[config.mk]
export PLATFORM = sky130hd
export DESIGN_NAME = hls_sweep_driver_flat
export DESIGN_NICKNAME = d
export VERILOG_FILES = /design/src/rtl/hls_sweep_driver_if.sv /design/src/rtl/hls_sweep_driver.sv /design/src/flat_wrapper.sv
export SDC_FILE = /design/constraint.sdc
export NUM_CORES = 1
export LEC_CHECK = 0
export BUFFER_PORTS_ARGS = -buffer_cell sky130_fd_sc_hd__buf_4
export CAP_MARGIN = 20
export CORE_ASPECT_RATIO = 1.75
export CORE_MARGIN = 5
export CORE_UTILIZATION = 40
export CTS_BUF_LIST = sky130_fd_sc_hd__clkbuf_4 sky130_fd_sc_hd__clkbuf_8
export DETAILED_ROUTE_END_ITERATION = 12
export GPL_TIMING_DRIVEN = 0
export HOLD_SLACK_MARGIN = 0.06
export SLEW_MARGIN = 10
export SYNTH_ARGS = -nofsm -noshare
export SYNTH_HDL_FRONTEND = slang
export SYNTH_SLANG_ARGS = --single-unit
[constraint.sdc]
create_clock -name ap_clk -period 3.4 [get_ports ap_clk]
set_clock_uncertainty 0.2 [all_clocks]
set_input_delay 0.51 -clock ap_clk [delete_from_list [all_inputs] [get_ports ap_clk]]
set_output_delay 0.51 -clock ap_clk [all_outputs]
set_load 0.005 [all_outputs]
[src/rtl/hls_sweep_driver_if.sv]
// rtl/hls_sweep_driver_if.sv - core ap_ctrl_hs and result-stream bundle for hls_sweep_driver
interface hls_sweep_driver_if #(
    parameter int IDX_W = 5,
    parameter int RET_W = 7
);
    logic             core_start;
    logic [IDX_W-1:0] core_index;
    logic             core_ready;
    logic             core_done;
    logic             core_idle;
    logic [RET_W-1:0] core_return;

    logic             res_valid;
    logic             res_ready;
    logic [IDX_W-1:0] res_index;
    logic [RET_W-1:0] res_data;

    modport master (
        output core_start, core_index, res_valid, res_index, res_data,
        input  core_ready, core_done, core_idle, core_return, res_ready
    );

    modport slave (
        input  core_start, core_index, res_valid, res_index, res_data,
        output core_ready, core_done, core_idle, core_return, res_ready
    );
endinterface

[src/rtl/hls_sweep_driver.sv]
// rtl/hls_sweep_driver.sv - sweeps an ap_ctrl_hs core over an index range, streams (index, result) beats
// Optional: define SWEEP_CHECKSUM_EN to add the res_sum running checksum output.
module hls_sweep_driver #(
    parameter int IDX_W       = 5,
    parameter int RET_W       = 7,
    parameter int GAP_CYC     = 10,
    parameter int TIMEOUT_CYC = 1000
) (
    input  logic             ap_clk,
    input  logic             ap_rst,
    input  logic             sweep_go,
    input  logic [IDX_W-1:0] first_idx,
    input  logic [IDX_W-1:0] last_idx,
    output logic             sweep_busy,
    output logic             sweep_done,
    output logic             err_timeout,
    hls_sweep_driver_if.master bus
`ifdef SWEEP_CHECKSUM_EN
    ,
    output logic [RET_W+IDX_W-1:0] res_sum
`endif
);

    localparam int GW = (GAP_CYC > 1) ? $clog2(GAP_CYC + 1) : 1;
    localparam int TW = $clog2(TIMEOUT_CYC + 1);
    localparam logic [GW-1:0] GAP_LAST = GW'(GAP_CYC - 1);
    localparam logic [TW-1:0] TO_LAST  = TW'(TIMEOUT_CYC - 1);

    typedef enum logic [2:0] {
        S_IDLE  = 3'd0,
        S_GAP   = 3'd1,
        S_START = 3'd2,
        S_WAIT  = 3'd3,
        S_EMIT  = 3'd4,
        S_FIN   = 3'd5
    } state_t;

    state_t           state;
    state_t           state_nx;
    logic [IDX_W-1:0] cur;
    logic [IDX_W-1:0] last_r;
    logic [GW-1:0]    gap_cnt;
    logic [TW-1:0]    to_cnt;
    logic             res_valid_r;
    logic [IDX_W-1:0] res_index_r;
    logic [RET_W-1:0] res_data_r;
    logic             busy_r;
    logic             err_r;

    logic accept_go;
    logic capture;
    logic beat_acc;
    logic abort;

    always_ff @(posedge ap_clk or posedge ap_rst) begin
        if (ap_rst) begin
            state <= S_IDLE;
        end else begin
            state <= state_nx;
        end
    end

    // Progress (ready/done) wins over the timeout when both land on the same cycle.
    always_comb begin
        state_nx  = state;
        accept_go = 1'b0;
        capture   = 1'b0;
        beat_acc  = 1'b0;
        abort     = 1'b0;
        case (state)
            S_IDLE: begin
                if (sweep_go && bus.core_idle) begin
                    accept_go = 1'b1;
                    state_nx  = S_GAP;
                end
            end
            S_GAP: begin
                if (gap_cnt == GAP_LAST) begin
                    state_nx = S_START;
                end
            end
            S_START: begin
                if (bus.core_ready) begin
                    if (bus.core_done) begin
                        capture  = 1'b1;
                        state_nx = S_EMIT;
                    end else begin
                        state_nx = S_WAIT;
                    end
                end else if (to_cnt == TO_LAST) begin
                    abort    = 1'b1;
                    state_nx = S_IDLE;
                end
            end
            S_WAIT: begin
                if (bus.core_done) begin
                    capture  = 1'b1;
                    state_nx = S_EMIT;
                end else if (to_cnt == TO_LAST) begin
                    abort    = 1'b1;
                    state_nx = S_IDLE;
                end
            end
            S_EMIT: begin
                if (res_valid_r && bus.res_ready) begin
                    beat_acc = 1'b1;
                    state_nx = (cur == last_r) ? S_FIN : S_GAP;
                end
            end
            S_FIN: begin
                state_nx = S_IDLE;
            end
            default: begin
                state_nx = S_IDLE;
            end
        endcase
    end

    // Counters idle at zero outside their states, so entering GAP/START always starts from 0.
    always_ff @(posedge ap_clk or posedge ap_rst) begin
        if (ap_rst) begin
            cur         <= '0;
            last_r      <= '0;
            gap_cnt     <= '0;
            to_cnt      <= '0;
            res_valid_r <= 1'b0;
            res_index_r <= '0;
            res_data_r  <= '0;
            busy_r      <= 1'b0;
            err_r       <= 1'b0;
        end else begin
            gap_cnt <= (state == S_GAP) ? gap_cnt + GW'(1) : '0;
            to_cnt  <= (state == S_START || state == S_WAIT) ? to_cnt + TW'(1) : '0;

            if (accept_go) begin
                cur    <= first_idx;
                last_r <= last_idx;
                err_r  <= 1'b0;
                busy_r <= 1'b1;
            end
            if (capture) begin
                res_valid_r <= 1'b1;
                res_index_r <= cur;
                res_data_r  <= bus.core_return;
            end
            if (beat_acc) begin
                res_valid_r <= 1'b0;
                if (cur != last_r) begin
                    cur <= cur + IDX_W'(1);
                end
            end
            if (abort) begin
                err_r  <= 1'b1;
                busy_r <= 1'b0;
            end
            if (state == S_FIN) begin
                busy_r <= 1'b0;
            end
        end
    end

`ifdef SWEEP_CHECKSUM_EN
    logic [RET_W+IDX_W-1:0] sum_r;

    always_ff @(posedge ap_clk or posedge ap_rst) begin
        if (ap_rst) begin
            sum_r <= '0;
        end else if (accept_go) begin
            sum_r <= '0;
        end else if (beat_acc) begin
            sum_r <= sum_r + {{IDX_W{1'b0}}, res_data_r};
        end
    end

    assign res_sum = sum_r;
`endif

    assign bus.core_start = (state == S_START);
    assign bus.core_index = cur;
    assign bus.res_valid  = res_valid_r;
    assign bus.res_index  = res_index_r;
    assign bus.res_data   = res_data_r;
    assign sweep_busy     = busy_r;
    assign sweep_done     = (state == S_FIN);
    assign err_timeout    = err_r;

endmodule

[src/flat_wrapper.sv]
// flat-port wrapper written by rule: the top's interface ports become plain ports
module hls_sweep_driver_flat 
#(
    parameter int IDX_W       = 5,
    parameter int RET_W       = 7,
    parameter int GAP_CYC     = 10,
    parameter int TIMEOUT_CYC = 1000
)
  (ap_clk, ap_rst, sweep_go, first_idx, last_idx, sweep_busy, sweep_done, err_timeout, bus_core_start, bus_core_index, bus_res_valid, bus_res_index, bus_res_data, bus_core_ready, bus_core_done, bus_core_idle, bus_core_return, bus_res_ready);
  hls_sweep_driver_if #(.IDX_W(IDX_W), .RET_W(RET_W)) bus_i ();
  input  logic ap_clk;
  input  logic ap_rst;
  input  logic sweep_go;
  input  logic [IDX_W-1:0] first_idx;
  input  logic [IDX_W-1:0] last_idx;
  output logic sweep_busy;
  output logic sweep_done;
  output logic err_timeout;
  output wire logic [$bits(bus_i.core_start)-1:0] bus_core_start;
  output wire logic [$bits(bus_i.core_index)-1:0] bus_core_index;
  output wire logic [$bits(bus_i.res_valid)-1:0] bus_res_valid;
  output wire logic [$bits(bus_i.res_index)-1:0] bus_res_index;
  output wire logic [$bits(bus_i.res_data)-1:0] bus_res_data;
  input wire logic [$bits(bus_i.core_ready)-1:0] bus_core_ready;
  input wire logic [$bits(bus_i.core_done)-1:0] bus_core_done;
  input wire logic [$bits(bus_i.core_idle)-1:0] bus_core_idle;
  input wire logic [$bits(bus_i.core_return)-1:0] bus_core_return;
  input wire logic [$bits(bus_i.res_ready)-1:0] bus_res_ready;
  assign bus_core_start = bus_i.core_start;
  assign bus_core_index = bus_i.core_index;
  assign bus_res_valid = bus_i.res_valid;
  assign bus_res_index = bus_i.res_index;
  assign bus_res_data = bus_i.res_data;
  assign bus_i.core_ready = bus_core_ready;
  assign bus_i.core_done = bus_core_done;
  assign bus_i.core_idle = bus_core_idle;
  assign bus_i.core_return = bus_core_return;
  assign bus_i.res_ready = bus_res_ready;
  hls_sweep_driver #(.IDX_W(IDX_W), .RET_W(RET_W), .GAP_CYC(GAP_CYC), .TIMEOUT_CYC(TIMEOUT_CYC)) u_core (.ap_clk(ap_clk), .ap_rst(ap_rst), .sweep_go(sweep_go), .first_idx(first_idx), .last_idx(last_idx), .sweep_busy(sweep_busy), .sweep_done(sweep_done), .err_timeout(err_timeout), .bus(bus_i));
endmodule
==> impl_metrics.ini <==
[worst_setup_path]
cp-end-kind = primary output
cpMostUsedCell = clkbuf_1
required_ns = 2.69
start_kind = flop
slowest_delay_ns = 0.39
cpMaxStageDelayCell = clkbuf_1
worstSetupPathType = reg -> out
crit_chain = clkbuf_1, nand2b_1, clkbuf_1, nor2_1, buf_4
worst_ep_arrival_time_ns = 1.85
path_max_fanout = 10

[hold_path]
hold_class = in -> reg

[power_and_ir_drop]
combPwrFrac_pct = 39.1
p_seq_share_pct = 40.8
max-vdd-ir-drop_v = 0.000637
p_per_area_nw_per_um2 = 763
leakage_nw = 1.23
sw_frac_of_total_pct = 33.3
switchingPower_w = 0.000659
p_int_w = 0.00132
pwr-share-clk_pct = 20.2

[place]
dp_hpwl_um = 3160
post-place-ws_ns = 1.14
place.port_buffers = 45
gp_congestion = 0.715

[logic_synthesis]
syn-cell-area_um2 = 2050
synthCells = 191
synth_top_area_share_pct = 51.3
seq_area_frac_synth_pct = 51.3
synth_seq_cells = 42
ys_async_sr_fraction_pct = 100
yosys_warnings = 0
synthTopCellsByArea = dfrtp_1, mux2_2, nor2_1
yosysTopAreaCell = dfrtp_1
synth_nets = 219
synth_area_per_cell_um2 = 10.7
synth_flop_cell = dfrtp_1
ys_types = 42
synth-edff-count = 0

[die]
placementRows = 34
die_area_um2 = 6710
boundaryPins = 46
die_y_um = 105
die_x_um = 64.1
start_util_pct = 41.2
fp.coreArea_um2 = 4980

[drt]
wl_um = 4170
route.detailed.drc = 0
vias_per_cell = 5.04
vias = 1513
drt_iter0_drc = 46
dr.pass1.iters = 4
ant_nets = 0
routedWlPerCell_um = 13.9

[clocking]
clk_path_buf_depth = 2
cts.htree.levels = 2
clkLatencyLatePin_ns = 0.30
cts_resized = 0
cts_tree = done
clock-sinks = 42
cts_buffers = 5
cts_root_buf = clkbuf_8
path_clk_slew_ns = 0.08

[sta]
rsz0062_at_grt = false
setup_viol = 0
maxSlewViolCount = 0
fmax_ghz = 0.391
worstMarginPinSlew_ns = 0.437
max-slew-margin-rel_pct = 70.9
hold_viol_final = 0
tns_ns = 0
finalWorstSetupSlack_ns = 0.844
fin_crit_ns = 2.56
fin_crit_sh_pct = 75.2

[grt]
overflow = 0
grt_pass1_vias = 1594
grt_pass1_wl_um = 7130
antenna_found_initial = 0
grt_max_degree = 29
grt_use_total_pct = 13.0

[layout]
layout-drive-gt1-share_pct = 32.9
fin_nets = 273
fill_cells = 487
antenna_cells = 0
area_growth_syn_to_layout_pct = 26.8

[run]
maxCapViolations = 0

[status]
outcome = finished clean
[layer usage]
metal  vias to the layer above  wire [µm]  track usage, %
li1                        751          -               -
met1                       726       1640            14.5
met2                        29       2260            23.6
met3                         7        211            3.01
met4                         0         61            4.66
met5                         -          0               0
[kinds of logic (layout without fill, tap and decap cells)]
| group | after synthesis | count (layout) | synth area share, % |
|---|---|---|---|
| AO/OA/AOI/OAI | 18 | 18 | 6.90 |
| XOR/XNOR | 15 | 15 | 7.51 |
| adder cells (fa/ha/maj) | 4 | 4 | 2.44 |
| buffers and inverters | 16 | 71 | 4.52 |
| flip-flops | 42 | 42 | 51.3 |
| multiplexers | 14 | 14 | 7.82 |
| AND/OR/NAND/NOR | 82 | 82 | 19.5 |
[final timing paths]
kind | cells past startpoint | end | startpoint | slack (ns)
max | 5 | bus_core_start | u_core.state[2]$_DFFE_PP0P_ | 0.84
max reg2reg | 5 | u_core.bus.res_index[2]$_DFFE_PP0P_ | u_core.state[0]$_DFFE_PP0P_ | 1.22
min reg2reg | 1 | u_core.to_cnt[0]$_DFF_PP0_ | u_core.to_cnt[0]$_DFF_PP0_ | 0.26
min | 3 | u_core.last_r[4]$_DFFE_PP0P_ | last_idx[4] | 0.20
max in group asynchronous | 4 | u_core.last_r[4]$_DFFE_PP0P_ | ap_rst | 2.00
min in group asynchronous | 3 | u_core.to_cnt[0]$_DFF_PP0_ | ap_rst | 0.54
[critical path: cells and delay by family (launching register included)]
kind,cells,cell delay (ns)
buffers and inverters,3,0.84
AND/OR/NAND/NOR,2,0.36
flip-flops,1,0.35
[Yosys cell counts, types with 3 or more instances]
cell,count
inv_1,6
dfrtp_1,42
buf_6,4
xor2_1,4
nand3_1,5
nor2b_1,3
nor3_1,10
nand2_1,20
nor2_1,25
mux2_2,10
and3_1,5
ha_1,4
nand4_1,3
clkbuf_1,4
xnor2_1,8
o21ai_0,3
nand2b_1,3
[timing repair]
action                    in CTS  in global routing
buffers inserted               0                  0
hold endpoints to repair      14                  0
hold buffers                   1                  0
[state kept, by name (all words and copies together), names as in the netlist]
| name | flops |
|---|---|
| u_core.to_cnt | 10 |
| u_core.bus.res_valid | 1 |
| u_core.bus.res_index | 5 |
| u_core.state | 3 |
| u_core.bus.res_data | 7 |
| u_core.bus.core_index | 5 |
| u_core.sweep_busy | 1 |
| u_core.gap_cnt | 4 |
| u_core.last_r | 5 |
| u_core.err_timeout | 1 |
[power groups by stage]
stage / Clock (W) / Sequential (W) / Combinational (W)
global placement: 0 / 0.000815 / 0.000777
global route: 0.000432 / 0.000834 / 0.000862
CTS: 0.000412 / 0.000811 / 0.000792
floorplan: 0 / 0.000803 / 0.000482
detailed placement: 0 / 0.000821 / 0.000788
finish: 0.000400 / 0.000808 / 0.000774
[cell usage in the layout (no fill, tap or decap), types with 4 or more instances in the layout]
master and count:
nor3_1 10, xnor2_1 8, dfrtp_1 42, clkbuf_1 4, inv_1 5, buf_6 4, and3_1 5, mux2_2 10
xor2_1 4, clkbuf_8 5, ha_1 4, nand2_1 20, nor2_1 25, buf_4 45, nand3_1 5
[per-stage QoR]
stage                     utilization (%)  hold WS [ns]  total power, W  cells  instance area (µm²)
after CTS                            52.2         0.194         0.00201    300                 2600
after global routing                 52.2         0.210         0.00213    300                 2600
after floorplan                         -         0.225         0.00129    191                 2050
after detailed placement             49.7         0.254         0.00161    291                 2470
after global placement               49.3         0.245         0.00159    290                 2450
final                                52.2         0.201         0.00198    300                 2600
[final cells by class]
class	instances	area (µm²)	share of cell area, %
Buffer	10	70.1	2.70
Clock buffer	5	68.8	2.65
Sequential cell	42	1050	40.5
Clock inverter	3	45.0	1.73
Inverter	6	22.5	0.867
Timing Repair Buffer	47	368	14.2
Tap cell	54	67.6	2.60
Multi-Input combinational cell	133	905	34.8
Note: power is estimated with default switching activity, not from simulation.
